===== src/rtl/mem_bus_arbiter.sv =====
// Shares one single-port synchronous RAM between the fetch and data ports of the core.
// Optional macro ARB_ROUND_ROBIN_EN: alternate grants when both ports contend (default: data wins).
module mem_bus_arbiter #(
    parameter int ADDR_W      = 32,
    parameter int DATA_W      = 32,
    parameter int WAIT_CYCLES = 2
) (
    input  logic              clk,
    input  logic              rst,
    input  logic              inst_req,
    input  logic [ADDR_W-1:0] inst_addr,
    output logic [DATA_W-1:0] inst_rdata,
    output logic              inst_ready,
    input  logic              data_req,
    input  logic [3:0]        data_wen,
    input  logic [ADDR_W-1:0] data_addr,
    input  logic [DATA_W-1:0] data_wdata,
    output logic [DATA_W-1:0] data_rdata,
    output logic              data_ready,
    output logic              stall_inst,
    output logic              stall_data,
    output logic              mem_en,
    output logic [3:0]        mem_wen,
    output logic [ADDR_W-1:0] mem_addr,
    output logic [DATA_W-1:0] mem_wdata,
    input  logic [DATA_W-1:0] mem_rdata
);

    typedef enum logic [1:0] {S_IDLE, S_WAIT, S_DONE} state_t;

    localparam logic GRANT_INST = 1'b0;
    localparam logic GRANT_DATA = 1'b1;

    state_t            state_q;
    logic              owner_q;
    logic              last_grant_q;
    logic [3:0]        cnt_q;
    logic              mem_en_q;
    logic [3:0]        mem_wen_q;
    logic [ADDR_W-1:0] mem_addr_q;
    logic [DATA_W-1:0] mem_wdata_q;
    logic [DATA_W-1:0] inst_rdata_q;
    logic [DATA_W-1:0] data_rdata_q;
    logic              inst_ready_q;
    logic              data_ready_q;

    logic              grant_data_d;

`ifdef ARB_ROUND_ROBIN_EN
    // Under contention the port that did not win last time goes first.
    assign grant_data_d = data_req & (~inst_req | (last_grant_q == GRANT_INST));
`else
    logic unused_last_grant;
    assign unused_last_grant = last_grant_q;
    assign grant_data_d      = data_req;
`endif

    always_ff @(posedge clk or negedge rst) begin
        if (!rst) begin
            state_q      <= S_IDLE;
            owner_q      <= GRANT_INST;
            last_grant_q <= GRANT_INST;
            cnt_q        <= 4'd0;
            mem_en_q     <= 1'b0;
            mem_wen_q    <= 4'd0;
            mem_addr_q   <= '0;
            mem_wdata_q  <= '0;
            inst_rdata_q <= '0;
            data_rdata_q <= '0;
            inst_ready_q <= 1'b0;
            data_ready_q <= 1'b0;
        end else begin
            mem_en_q     <= 1'b0;
            inst_ready_q <= 1'b0;
            data_ready_q <= 1'b0;
            case (state_q)
                S_IDLE: begin
                    if (inst_req | data_req) begin
                        owner_q     <= grant_data_d;
                        mem_en_q    <= 1'b1;
                        mem_addr_q  <= grant_data_d ? data_addr  : inst_addr;
                        mem_wen_q   <= grant_data_d ? data_wen   : 4'd0;
                        mem_wdata_q <= grant_data_d ? data_wdata : '0;
                        cnt_q       <= 4'(WAIT_CYCLES);
                        state_q     <= S_WAIT;
                    end
                end
                S_WAIT: begin
                    // cnt_q hits zero exactly when the RAM response is on mem_rdata.
                    if (cnt_q == 4'd0) begin
                        if (owner_q == GRANT_INST) begin
                            inst_rdata_q <= mem_rdata;
                            inst_ready_q <= 1'b1;
                        end else begin
                            if (mem_wen_q == 4'd0) begin
                                data_rdata_q <= mem_rdata;
                            end
                            data_ready_q <= 1'b1;
                        end
                        state_q <= S_DONE;
                    end else begin
                        cnt_q <= cnt_q - 4'd1;
                    end
                end
                S_DONE: begin
                    last_grant_q <= owner_q;
                    state_q      <= S_IDLE;
                end
                default: state_q <= S_IDLE;
            endcase
        end
    end

    assign mem_en     = mem_en_q;
    assign mem_wen    = mem_wen_q;
    assign mem_addr   = mem_addr_q;
    assign mem_wdata  = mem_wdata_q;
    assign inst_rdata = inst_rdata_q;
    assign data_rdata = data_rdata_q;
    assign inst_ready = inst_ready_q;
    assign data_ready = data_ready_q;

    // A requester stays stalled until its own ready pulse is seen.
    assign stall_inst = inst_req & ~inst_ready_q;
    assign stall_data = data_req & ~data_ready_q;

endmodule


===== config.mk =====
export PLATFORM = sky130hd
export DESIGN_NAME = mem_bus_arbiter
export DESIGN_NICKNAME = d
export VERILOG_FILES = /design/src/rtl/mem_bus_arbiter.sv
export SDC_FILE = /design/constraint.sdc
export NUM_CORES = 1
export LEC_CHECK = 0
export ABC_CLOCK_PERIOD_IN_PS = 3840
export BUFFER_PORTS_ARGS = -buffer_cell sky130_fd_sc_hd__buf_2
export CORE_ASPECT_RATIO = 1.4
export CORE_UTILIZATION = 34
export DETAILED_ROUTE_END_ITERATION = 12
export MAX_ROUTING_LAYER = met4
export PLACE_DENSITY = 0.63
export SETUP_SLACK_MARGIN = 0.15
export SLEW_MARGIN = 5
export SYNTH_ARGS = -nofsm -noshare
export SYNTH_HDL_FRONTEND = slang
export SYNTH_SLANG_ARGS = --single-unit

===== constraint.sdc =====
create_clock -name clk -period 3.84 [get_ports clk]
set_input_delay 0.768 -clock clk [delete_from_list [all_inputs] [get_ports clk]]
set_output_delay 0.768 -clock clk [all_outputs]
set_load 0.1 [all_outputs]

# Word level (Yosys, flattened, before mapping)
# Index checks and enable logic that the tools add are counted.
# op_classes
mux	17
n_eq_ne	4
addsub	1
reduce_logical	9
bitwise	6
# op_table
operator	n
two-way mux 32 bit	2
two-way mux 4 bit	3
zero test 4 bit	2
two-way mux 1 bit	8
case mux 4 bit (2 select lines)	1
!= test 2 bit (second input constant)	3
AND reduction 3 bit	2
two-way mux 2 bit	2
case mux 2 bit (2 select lines)	1
AND reduction 2 bit	2
AND reduction 4 bit	1
subtractor 4 x 1 -> 4 bit (second input constant)	1
NOT 1 bit	3
AND 1 bit	2
equality test 2 x 1 -> 1 bit (second input constant)	1
zero test 2 bit	1
nonzero test 2 bit	1
bitwise OR 1 bit	1
# totals
elab_cells	48
out_inout_bits	137
regBits	142
in_bits	136

# Longest topological paths before layout
# Gate-level depths: netlist (run 1).
# logic_depth
depth_word	3
ltp_mapped	8
depth_no_buf	6

# Worst setup path after synthesis (run 1)
# No wires, ideal clock.
# synth_timing
path_kind	input -> output
start	input data_req
end	output stall_data
required_ns	3.072
n_path_buf	2
t_arrival_ns	2.595
cell_stages	3
slack_ns	0.477
path_cell_list	buf_2 buf_2 nor2b_1
# synth_via
elab_chain_len	1
# synth_rtl
item	line	rtl
from (decl)	14	input logic data_req,
AND 1 bit	125	assign stall_data = data_req & ~data_ready_q;
to (decl)	21	output logic stall_data,
# Every way passes these cells.

# Worst setup path after layout (run 1)
# layout_timing
start	register cnt_q[0]
end	register inst_rdata_q[20] (netlist: inst_rdata[20])
# layout_via
elab_chain_len	2
# layout_rtl
item	line	rtl
from (decl)	37	logic [3:0] cnt_q;
from (signal assigned)	84	cnt_q <= 4'(WAIT_CYCLES);
from (signal assigned)	102	cnt_q <= cnt_q - 4'd1;
zero test 4 bit	90	if (cnt_q == 4'd0) begin
AND reduction 3 bit (no source line)	-	
to (signal assigned)	92	inst_rdata_q <= mem_rdata;
to (decl)	42	logic [DATA_W-1:0] inst_rdata_q;
# Every way passes these cells.
# A chain may end at the register's enable or synchronous reset.

==> flow_summary.json, run 1 <==
{
  "status": "complete, but fails checks",
  "violations": "DRC",
  "area_growth_pct": 37.31,
  "dp_slack_ns": 1.249,
  "synthTopCellsByArea": "dfrtp_1, mux2_4, mux2i_1, mux2_2, a22o_1",
  "synth_edf_count": 0,
  "portBuffers": 272,
  "cp_max_fo": 26,
  "route.vias.total": 4159,
  "cts.clk_slew.worst_paths_ns": 0.06,
  "place_area_um2": 7214,
  "cts_tree": "built",
  "die_width_um": 111.5,
  "grt_pass1_vias": 4414,
  "worstPathRequired_ns": 4.11,
  "dp_hpwl_um": 10000,
  "multi_input_area_um2": 1957,
  "ys_async_sr_fraction_pct": 100.0,
  "grt-ovfl-total": 0,
  "wl_met2_um": 6765,
  "synth_seq_cells": 142,
  "grt_max_degree": 91,
  "mappedNetlistArea_um2": 5704,
  "clockBufferDepth": 2,
  "setup_viol": 0,
  "maxCapViolCount": 0,
  "routedWlPerCell_um": 15.65,
  "grtUsageTotal_pct": 16.90,
  "tns_ns": 0,
  "seq_area_um2": 3553,
  "maxSlewViolCount": 0,
  "ys_seq_area_share_pct": 62.29,
  "core_region_area_um2": 16310,
  "clk_latency_ns": 0.40,
  "post_cts_buffers": 0,
  "final_layout_size_suffix_gt1_share_pct": 55.46,
  "syn_inst": 393,
  "diodes": 0,
  "syn-num-nets": 530,
  "ctsRootBufferMaster": "clkbuf_16",
  "fmax_mhz": 392.6,
  "routabilityCongestion": 0.7548,
  "max_slew_margin_pct": 43.61,
  "setup_slack_ns": 1.293,
  "grt_first_pass_wirelength_um": 22170,
  "synth_cell_types": 32,
  "worstPathArrival_ns": 2.82,
  "synth.largest_area_cell": "dfrtp_1",
  "critPathCaptureType": "flop",
  "synth_top_area_share_pct": 62.29,
  "drc": 17,
  "mostFrequentLayoutCells": "buf_2, dfrtp_1, a22o_1, nand2_1",
  "n_fill_cell": 1477,
  "holdBufCountCts": 0,
  "skew_ns": 0.01463,
  "fin_nets": 803,
  "fin_crit_ns": 2.547,
  "die_area_um2": 17310,
  "layout_commonest_cell": "buf_2",
  "tightest_slew_ns": 0.8426,
  "die_h_um": 155.3,
  "start_util_pct": 34.98,
  "finalHoldViolations": 0,
  "met3WireLength_um": 771,
  "cts.htree.levels": 4,
  "hp-class": "in -> async",
  "critPathKind": "reg -> reg",
  "ys.flop_type": "dfrtp_1",
  "antenna_found_initial": 0,
  "ys_warn_count": 0,
  "syn_avg_cell_area_um2": 14.51,
  "dr.first_iter.drc_count": 247,
  "cts_resized": 0,
  "cts.sinks": 142,
  "io_pins": 273,
  "cts_made_buffers": 17,
  "rows": 55,
  "wirelength_um": 13720,
  "period_share_pct": 66.34,
  "firstDrtPassIters": 8,
  "rsz0062_at_grt": "no",
  "wl_met1_um": 5707,
  "maxUsedRoutingLayer": "met4",
  "vias_per_cell": 4.742,
  "ant_nets": 0,
  "finalInstanceArea_um2": 7833,
  "worst_setup_path_start_kind": "flop"
}
-- layout make-up --
cell class,instances,area share (%)
Tap cell,199,3.179
Sequential cell,142,45.37
Clock inverter,13,2.412
Clock buffer,18,5.479
Inverter,4,0.1917
Timing Repair Buffer,280,18.39
Multi-Input combinational cell,221,24.98
-- cells in the mapped netlist (4+ instances only) --
library cell  instances
mux2_2               29
o21ai_0              33
buf_2                 9
clkbuf_1              7
dfrtp_1             142
mux2i_1              33
nand2_1              35
inv_1                 4
a22o_1               36
mux2_1                6
buf_6                 4
mux2_4               29
-- per-layer routing --
metal  vias up  global-route usage (%)
li1       1948                       -
met1      1988                   19.49
met2       193                   27.41
met3        30                   4.090
met4         0                   8.816
met5         -                       -
-- worst max-delay path, stage by stage (launching register included) --
cell      delay, ns
dfrtp_1        0.41
inv_1          0.07
ha_1           0.21
nand2b_4       0.08
nor3b_4        0.26
and2b_2        0.74
buf_4          0.33
mux2_4         0.31
-- sequential cells by signal, summed over array words and instances (netlist names) --
| signal | count |
|---|---|
| mem_addr | 32 |
| data_rdata | 32 |
| mem_wdata | 32 |
| owner_q | 1 |
| inst_ready | 1 |
| cnt_q | 4 |
| state_q | 2 |
| mem_en | 1 |
| inst_rdata | 32 |
| data_ready | 1 |
| mem_wen | 4 |
-- final timing paths --
kind	startpoint	endpoint	slack [ns]	depth (start not counted)
setup / recovery	cnt_q[0]$_DFFE_PN0P_	inst_rdata[20]$_DFFE_PN0P_	1.29	7
hold / removal	rst	data_rdata[19]$_DFFE_PN0P_	0.45	1
setup reg to reg	cnt_q[0]$_DFFE_PN0P_	inst_rdata[20]$_DFFE_PN0P_	1.29	7
hold reg to reg	mem_addr[0]$_DFFE_PN0P_	mem_addr[0]$_DFFE_PN0P_	0.47	2
max in group asynchronous	rst	mem_addr[7]$_DFFE_PN0P_	2.55	2
min in group clk	mem_addr[0]$_DFFE_PN0P_	mem_addr[0]$_DFFE_PN0P_	0.47	2
-- per-stage QoR --
stage,cells,hold slack [ns],utilization [%]
floorplan,393,0.4724,-
global placement,846,0.4628,44.23
detailed placement,846,0.4645,44.23
CTS,877,0.4622,48.02
global route,877,0.4987,48.02
finish,877,0.4462,48.02
-- cells by family after synthesis --
family	count (synthesis)	synth area share, %
flip-flops	142	62.29
multiplexers	97	20.33
AO/OA/AOI/OAI	75	9.191
AND/OR/NAND/NOR	48	4.409
buffers and inverters	30	3.553
adder cells (fa/ha/maj)	1	0.2193
Power of run 1 is left out: the tool's default activity adds up to more than one toggle a clock period on the data nets, which glitch-free logic cannot reach.
==> inputs of run 2 (changes only) <==
- ABC_CLOCK_PERIOD_IN_PS: 3840 -> 2700
- clock period: 3.84 -> 2.7 ns (I/O delays scaled with it)
==> run 2 against run 1 <==
Against the previous run:
- the flow still finishes with violations (DRC)
- via count decreased by 0.12%
- utilization increased by 0.35 points
- die area unchanged
- clock-buffer cell count increased by 1
- worst setup slack got worse by 0.64 ns
- first-iteration DRC count decreased by 29%
- non-clock buffer count unchanged
- critical path depth decreased by 1
- routed wire length increased by 3.8%
- sequential share of layout area decreased by 0.32 points
- cell count increased by 0.11%
==> flow_summary.json, run 2 (synthesized netlist as in run 1, its figures left out) <==
{
  "start_util_pct": 34.98,
  "dp_hpwl_um": 10190,
  "firstDrtPassIters": 8,
  "cts_resized": 0,
  "dp_slack_ns": 0.6256,
  "hp-class": "in -> reg",
  "tns_ns": 0,
  "worstPathRequired_ns": 3.00,
  "layout_commonest_cell": "buf_2",
  "die_width_um": 111.5,
  "r2r_slack_ns": 0.65,
  "seq_area_um2": 3553,
  "max_slew_margin_pct": 65.82,
  "reg2reg_depth": 6,
  "antenna_found_initial": 0,
  "cp_max_fo": 32,
  "critPathKind": "reg -> reg",
  "io_pins": 273,
  "cts_made_buffers": 17,
  "period_share_pct": 75.93,
  "portBuffers": 272,
  "ant_nets": 0,
  "route.vias.total": 4154,
  "grt_max_degree": 83,
  "grt-ovfl-total": 0,
  "clockBufferDepth": 2,
  "dr.first_iter.drc_count": 175,
  "critPathCaptureType": "flop",
  "fmax_mhz": 487.8,
  "worstPathArrival_ns": 2.35,
  "status": "complete, but fails checks",
  "fin_crit_ns": 2.050,
  "place_area_um2": 7239,
  "fin_nets": 803,
  "violations": "DRC",
  "tightest_slew_ns": 0.5126,
  "drc": 15,
  "clk_latency_ns": 0.42,
  "diodes": 0,
  "worst_path_max_delay_cell": "mux2_1",
  "crit_buf_inv": 1,
  "grt_pass1_vias": 4432,
  "grtUsageTotal_pct": 17.73,
  "worst_setup_path_start_kind": "flop",
  "multi_input_area_um2": 1962,
  "crit_family": "simple AND/OR/NAND/NOR gates",
  "holdPathStages": 2,
  "ctsRootBufferMaster": "clkbuf_16",
  "wirelength_um": 14250,
  "final_layout_size_suffix_gt1_share_pct": 55.82,
  "die_area_um2": 17310,
  "area_growth_pct": 38.30,
  "critical_path_depth": 6,
  "cts_tree": "built",
  "path_cells": "inv_1 > ha_1 > nand2b_4 > nor3b_4 > nand3_4 > mux2_1",
  "finalHoldViolations": 0,
  "grt_first_pass_wirelength_um": 22800,
  "mostFrequentLayoutCells": "buf_2, dfrtp_1, a22o_1, nand2_1",
  "skew_ns": 0.008865,
  "rows": 55,
  "maxSlewViolCount": 0,
  "n_fill_cell": 1488,
  "routedWlPerCell_um": 16.23,
  "setup_slack_ns": 0.6498,
  "finalInstanceArea_um2": 7889,
  "vias_per_cell": 4.731,
  "routabilityCongestion": 0.7939,
  "rsz0062_at_grt": "no",
  "maxCapViolCount": 0,
  "fin_util_pct": 48.37,
  "die_h_um": 155.3,
  "cts.sinks": 142,
  "setup_viol": 0,
  "core_region_area_um2": 16310,
  "slowest_delay_ns": 0.48,
  "cts.clk_slew.worst_paths_ns": 0.06,
  "cts.htree.levels": 4
}
[run 2: changes by cell type in the layout (fill, tap and decap cells not counted), sizes merged]
cell and change:
clkinv +1, dlygate4sd3 +1, clkinvlp -1, clkbuf +1, buf -1
[run 2: layout make-up]
type / count / share of cell area [%]
inverters: 4 / 0.1903
well taps: 199 / 3.156
clock inverters: 13 / 2.363
multi-input cells: 221 / 24.87
repair buffers: 280 / 18.64
clock buffers: 19 / 5.741
flip-flops and latches: 142 / 45.04
[run 2: repair_timing]
action | CTS | global route
endpoints found under the hold margin | 26 | 0
setup endpoints to repair | 0 | 0
hold buffers | 1 | 0
buffers inserted | 0 | 0
[run 2: path summary, 6_finish.rpt]
kind | start | to
max | cnt_q[0]$_DFFE_PN0P_ | data_rdata[10]$_DFFE_PN0P_
max in group asynchronous | rst | mem_wdata[30]$_DFFE_PN0P_
min reg2reg | mem_addr[31]$_DFFE_PN0P_ | mem_addr[31]$_DFFE_PN0P_
max reg2reg | cnt_q[0]$_DFFE_PN0P_ | data_rdata[10]$_DFFE_PN0P_
min | data_wdata[20] | mem_wdata[20]$_DFFE_PN0P_
min in group asynchronous | rst | mem_addr[30]$_DFFE_PN0P_
[run 2: routing by layer]
layer / up-vias / part of all wire (%) / track usage (%)
met5: - / 0 / -
met4: 0 / 2.6 / 9.009
met3: 24 / 5.1 / 4.597
met2: 154 / 52 / 29.11
met1: 2030 / 40 / 20.01
li1: 1946 / - / -
[run 2: metrics by stage]
| stage | std cells | hold slack (ns) |
|---|---|---|
| 2_1_floorplan | 393 | 0.2444 |
| 3_3_place_gp | 845 | 0.4231 |
| 3_5_place_dp | 845 | 0.4288 |
| 4_1_cts | 878 | 0.3143 |
| 5_1_grt | 878 | 0.3106 |
| 6_report | 878 | 0.3321 |
Power of run 2 is left out for the same reason.
